### src/rtl/cest_train_gen.sv
// rtl/cest_train_gen.sv - channel-estimation training generator ahead of the IFFT
// Replays an N-sample training table REPEAT times per frame, then streams len payload samples.
module cest_train_gen #(
   parameter int N      = 64,
   parameter int REPEAT = 4,
   parameter int AW     = 6
) (
   input  logic                clk,
   input  logic                rst_n,
   input  logic                tbl_wr_en,
   input  logic [AW-1:0]       tbl_addr,
   input  logic signed [11:0]  tbl_re,
   input  logic signed [11:0]  tbl_im,
   input  logic                start,
   input  logic [11:0]         len,
   input  logic signed [11:0]  din_re,
   input  logic signed [11:0]  din_im,
   input  logic                din_vld,
   output logic                din_rdy,
   output logic signed [11:0]  dout_re,
   output logic signed [11:0]  dout_im,
   output logic                dout_vld,
   output logic                busy,
   output logic                done
);
   localparam int SW = (REPEAT > 1) ? $clog2(REPEAT) : 1;

   typedef enum logic [1:0] {IDLE, TRAIN, DATA} state_t;

   state_t             state_q, state_d;
   logic               busy_q, busy_d;
   logic [11:0]        len_q, len_d;
   logic [AW-1:0]      addr_cnt_q, addr_cnt_d;
   logic [SW-1:0]      sym_cnt_q, sym_cnt_d;
   logic [11:0]        pay_cnt_q, pay_cnt_d;
   logic               rd_vld_q, rd_vld_d;
   logic               pay_vld_q, pay_vld_d;
   logic signed [11:0] pay_re_q, pay_re_d;
   logic signed [11:0] pay_im_q, pay_im_d;
   logic               last_q, last_d;
   logic signed [11:0] dout_re_q, dout_re_d;
   logic signed [11:0] dout_im_q, dout_im_d;
   logic               dout_vld_q, dout_vld_d;
   logic               done_q, done_d;
   logic               xfer;

   logic [23:0] mem [N];
   logic [23:0] rd_data_q;

   // Table is deliberately outside the reset domain so its contents survive rst_n.
   always_ff @(posedge clk) begin
      if (tbl_wr_en && !busy_q) begin
         mem[tbl_addr] <= {tbl_re, tbl_im};
      end
      rd_data_q <= mem[addr_cnt_q];
   end

   assign din_rdy = (state_q == DATA) && (pay_cnt_q < len_q);
   assign xfer    = din_rdy && din_vld;

   always_comb begin
      state_d    = state_q;
      busy_d     = busy_q;
      len_d      = len_q;
      addr_cnt_d = addr_cnt_q;
      sym_cnt_d  = sym_cnt_q;
      pay_cnt_d  = pay_cnt_q;
      rd_vld_d   = 1'b0;
      pay_vld_d  = 1'b0;
      pay_re_d   = pay_re_q;
      pay_im_d   = pay_im_q;
      last_d     = 1'b0;

      // Stage 2: one of the two stage-1 sources feeds the output register.
      dout_vld_d = rd_vld_q || pay_vld_q;
      dout_re_d  = 12'sd0;
      dout_im_d  = 12'sd0;
      if (rd_vld_q) begin
         dout_re_d = rd_data_q[23:12];
         dout_im_d = rd_data_q[11:0];
      end else if (pay_vld_q) begin
         dout_re_d = pay_re_q;
         dout_im_d = pay_im_q;
      end
      done_d = last_q;

      if (done_q) begin
         busy_d = 1'b0;
      end

      case (state_q)
         IDLE: begin
            if (start && !busy_q) begin
               state_d    = TRAIN;
               busy_d     = 1'b1;
               len_d      = len;
               addr_cnt_d = '0;
               sym_cnt_d  = '0;
               pay_cnt_d  = '0;
            end
         end
         TRAIN: begin
            rd_vld_d   = 1'b1;
            addr_cnt_d = addr_cnt_q + AW'(1);
            if (addr_cnt_q == AW'(N - 1)) begin
               if (sym_cnt_q == SW'(REPEAT - 1)) begin
                  sym_cnt_d = '0;
                  last_d    = (len_q == 12'd0);
                  state_d   = (len_q != 12'd0) ? DATA : IDLE;
               end else begin
                  sym_cnt_d = sym_cnt_q + SW'(1);
               end
            end
         end
         DATA: begin
            if (xfer) begin
               pay_cnt_d = pay_cnt_q + 12'd1;
               pay_vld_d = 1'b1;
               pay_re_d  = din_re;
               pay_im_d  = din_im;
               last_d    = (pay_cnt_q == len_q - 12'd1);
               if (pay_cnt_q + 12'd1 == len_q) begin
                  state_d = IDLE;
               end
            end
         end
         default: state_d = IDLE;
      endcase
   end

   always_ff @(posedge clk or negedge rst_n) begin
      if (!rst_n) begin
         state_q    <= IDLE;
         busy_q     <= 1'b0;
         len_q      <= '0;
         addr_cnt_q <= '0;
         sym_cnt_q  <= '0;
         pay_cnt_q  <= '0;
         rd_vld_q   <= 1'b0;
         pay_vld_q  <= 1'b0;
         pay_re_q   <= '0;
         pay_im_q   <= '0;
         last_q     <= 1'b0;
         dout_re_q  <= '0;
         dout_im_q  <= '0;
         dout_vld_q <= 1'b0;
         done_q     <= 1'b0;
      end else begin
         state_q    <= state_d;
         busy_q     <= busy_d;
         len_q      <= len_d;
         addr_cnt_q <= addr_cnt_d;
         sym_cnt_q  <= sym_cnt_d;
         pay_cnt_q  <= pay_cnt_d;
         rd_vld_q   <= rd_vld_d;
         pay_vld_q  <= pay_vld_d;
         pay_re_q   <= pay_re_d;
         pay_im_q   <= pay_im_d;
         last_q     <= last_d;
         dout_re_q  <= dout_re_d;
         dout_im_q  <= dout_im_d;
         dout_vld_q <= dout_vld_d;
         done_q     <= done_d;
      end
   end

   assign dout_re  = dout_re_q;
   assign dout_im  = dout_im_q;
   assign dout_vld = dout_vld_q;
   assign busy     = busy_q;
   assign done     = done_q;
endmodule

### config.mk
export PLATFORM = sky130hd
export DESIGN_NAME = cest_train_gen
export DESIGN_NICKNAME = d
export VERILOG_FILES = /design/src/rtl/cest_train_gen.sv
export SDC_FILE = /design/constraint.sdc
export NUM_CORES = 2
export LEC_CHECK = 0
export BUFFER_PORTS_ARGS = -buffer_cell sky130_fd_sc_hd__buf_4
export CORE_ASPECT_RATIO = 0.5
export CORE_MARGIN = 2
export CORE_UTILIZATION = 40
export CTS_CLUSTER_SIZE = 10
export DETAILED_ROUTE_END_ITERATION = 10
export PLACE_DENSITY_LB_ADDON = 0.25
export SLEW_MARGIN = 20
export SYNTH_ARGS = -nofsm -noshare
export SYNTH_HDL_FRONTEND = slang
export SYNTH_SLANG_ARGS = --single-unit
### constraint.sdc
create_clock -name clk -period 9.8 [get_ports clk]
set_clock_uncertainty 0.05 [all_clocks]
set_input_delay 1.96 -clock clk [delete_from_list [all_inputs] [get_ports clk]]
set_output_delay 1.96 -clock clk [all_outputs]
set_load 0.01 [all_outputs]
==> qor.tcl <==
set qor(dr_pass1_iterations) 6
set qor(grt_antenna_before_repair) 27
set qor(power_density_mw_per_mm2) 261.5
set qor(fp.coreArea_sq_mm) 0.1579
set qor(power.combinational.fraction_pct) 24.2
set qor(setup.worst_path.start) {pay_cnt_q[3]}
set qor(max_clock_freq_mhz) 200.0
set qor(synth_top_area_share_pct) 72.54
set qor(leakagePower_nw) 22.41
set qor(path_class) {flop to primary output}
set qor(netlist_area_sq_mm) 0.06359
set qor(cts.htree.levels) 4
set qor(wl_met3_um) 15530
set qor(combinational_family_with_the_most_area_after_synthesis) {multiplexers}
set qor(floorplan.initialDensity_pct) 40.28
set qor(max-cap-violations) 0
set qor(fin_crit_sh_pct) 51.02
set qor(hold-path-cell-count) 0
set qor(synthCells) 2790
set qor(p_int_w) 0.01345
set qor(synth_nets) 2880
set qor(dominantRegCellSynth) {edfxtp_1}
set qor(end_of_the_worst_register_to_register_path) {rd_data_q[9]}
set qor(post_synthesis_async_set_or_reset_flop_share_pct) 5.340
set qor(drive_gt1_share_pct) 30.69
set qor(final_cell_mix) {1536 x edfxtp_1, 497 x mux4_2, 186 x clkbuf_16, 138 x buf_4, 111 x nand2_1}
set qor(clkSlewWorstSetupHoldPaths_ns) 0.05
set qor(worstHoldEndpoint) {done}
set qor(synth.area.top_cells) {edfxtp_1 73%, mux4_2 18%, dfrtp_1 3.5%}
set qor(synth_compound_gate_area_share_pct) 1.312
set qor(cts.repair_timing.setup_buffer_count) 0
set qor(yosys_warnings) 0
set qor(synth-seq-area-share_pct) 76.75
set qor(port_buffers) 98
set qor(hold_path_startpoint) {done_d}
set qor(grt_max_degree) 111
set qor(route.detailed.wl_per_inst_um) 31.27
set qor(cts_sinks) 1648
set qor(fp.dieArea_sq_mm) 0.1624
set qor(endpoint_kind) {primary output}
set qor(drt-met1-wl_um) 69590
set qor(maxSlewViolCount) 0
set qor(remaining_drc_errors) 0
set qor(clock_tree_from_tritoncts) {built}
set qor(setup-violations-final) 0
set qor(grt_pass1_vias) 30300
set qor(post_synthesis_mean_instance_area_sq_um) 22.79
set qor(num-nets-final) 3066
set qor(finalSetupTns_ns) 0
set qor(antenna_left) 1
set qor(gp_routability_congestion) 0.8133
set qor(worst_pin_slew_ns) 1.094
set qor(synthToLayoutAreaGrowth_pct) 13.98
set qor(die_height_um) 285.9
set qor(reg2reg_slack_ns) 5.46
set qor(post_synth_mux_area_share_pct) 17.99
set qor(power.switching_fraction_pct) 29.00
set qor(gr-total-overflow) 0
set qor(placed_cell_area_sq_mm) 0.06711
set qor(failing_checks) {antenna rules}
set qor(yosys.area_share.xor_xnor_pct) 0.2892
set qor(max-slew-margin-rel_pct) 26.87
set qor(nFillCells) 12860
set qor(netlist.top_cell.by_area) {edfxtp_1}
set qor(regToRegStartpoint) {addr_cnt_q[0]}
set qor(critical_path_required_ns) 7.79
set qor(cts-hold-fix-buffers) 0
set qor(floorplan.io_pins) 99
set qor(kind_of_path_behind_the_tightest_hold_check) {flop to flop}
set qor(floorplan.rows) 103
set qor(switchingPower_w) 0.005496
set qor(synth_cell_type_count) 62
set qor(finalCriticalPeriod_ns) 5.000
set qor(met2WireLength_um) 72790
set qor(outcome) {finished, violations left}
set qor(clk-insertion-delay-late_ns) 0.78
set qor(power.ir.vdd_worst_mv) 0.2071
set qor(floorplan.die.width_um) 567.9
set qor(synth-edff-count) 1536
set qor(fin_area_sq_mm) 0.07248
set qor(cts_resized) 0
set qor(synth_fa_ha_area_share_pct) 0.3739
set qor(timing_hold_violations_final) 0
set qor(worstPathMaxFanout) 13
set qor(top_layer_used) {met5}
set qor(ff2ff_path_depth) 6
set qor(grt.total_usage_pct) 20.03
set qor(root_buffer) {clkbuf_16}
set qor(drt-vias-per-instance) 5.769
set qor(route.vias.total) 29870
set qor(power.share.sequential_pct) 43.6
set qor(grt_first_pass_wirelength_um) 228700
set qor(synth-seq-cells) 1648
set qor(cts_buffers) 183
set qor(detailed_place_hpwl_um) 92460
set qor(synth_simple_gate_area_share_pct) 2.072
set qor(cp_data_arrival_time_ns) 2.99
set qor(rsz_0062_raised_after_global_routing) {no}
set qor(pwr-share-clk_pct) 32.2
set qor(timing.critical_path.from_type) {flop}
set qor(routed_wirelength_um) 161900
set qor(layout.cells.most_common) {edfxtp_1}
set qor(drt_iter0_drc) 4067
set qor(ctsLongestPathBuffers) 3
## registers in the layout, summed over array words and instances, names as in the netlist, 2 cells and up
name / flops
len_q: 12
state_q: 2
sym_cnt_q: 2
dout_re: 12
mem: 1536
rd_data_q: 24
dout_im: 12
addr_cnt_q: 6
pay_re_q: 12
pay_cnt_q: 12
pay_im_q: 12
## synth_stat cells (18+ instances only)
cell         n
a22o_1      28
o21ai_0     24
dfxtp_1     24
clkbuf_1    81
nand3_1     18
nor2_1      80
edfxtp_1  1536
nand2_1    111
a21oi_1     18
inv_1       24
buf_2       45
dfrtp_1     88
mux4_2     497
ha_1        19
## stage by stage
stage / std cells / power, W / utilization [%] / setup WS, ns / hold slack, ns
final: 5178 / 0.01895 / 45.91 / 4.800 / 0.3230
after global routing: 5169 / 0.01963 / 45.90 / 4.688 / 0.3342
after CTS: 5162 / 0.01909 / 45.77 / 4.815 / 0.3213
after detailed placement: 4884 / 0.01301 / 42.51 / 4.707 / 0.2965
after global placement: 4884 / 0.01299 / 42.51 / 4.635 / 0.3267
after floorplan: 2790 / 0.01118 / - / 4.988 / 0.2812
## critical path, stage by stage (launching register included)
cell	delay, ns
dfrtp_1	0.64
ha_1	0.34
a21oi_1	0.28
nand3_1	0.13
o21ai_1	0.49
and2_1	0.23
buf_4	0.12
## cell families after synthesis
logic type | Yosys count
xor+xnor | 21
mux | 520
buf+inv | 177
flops | 1648
simple gates | 287
compound gates | 118
fa+ha+maj | 19
## final cells by class
cell class              instances  area (sq um)  area share [%]
clock inverters                15         206.4          0.2848
clock buffers                 263          4943           6.821
well taps                    2100          2628           3.625
flip-flops and latches       1648         48820           67.36
multi-input cells             965         14390           19.85
inverters                      25         93.84          0.1295
diodes                          9         22.52         0.03107
repair buffers                153          1371           1.892
## worst max-delay path by stage
stage / to / slack (ns)
2_1_floorplan: mem[48][0] / 4.99
3_3_place_gp: mem[6][10] / 4.63
3_5_place_dp: mem[6][10] / 4.71
4_1_cts: din_rdy / 4.82
5_1_grt: din_rdy / 4.69
6_report: din_rdy / 4.80
## routing by layer
metal / track usage (%) / vias up
met3: 5.954 / 221
met5: 0 / -
met4: 6.159 / 6
met2: 29.43 / 1224
li1: - / 12160
met1: 28.89 / 16270
## power groups by stage
stage | Sequential [W] | Combinational, W | Clock, W
floorplan | 0.00815 | 0.00304 | 0
global placement | 0.00841 | 0.00459 | 0
detailed placement | 0.00841 | 0.00460 | 0
CTS | 0.00827 | 0.00462 | 0.00620
global route | 0.00827 | 0.00485 | 0.00650
finish | 0.00826 | 0.00458 | 0.00611
Note: power is estimated with default switching activity, not from simulation.
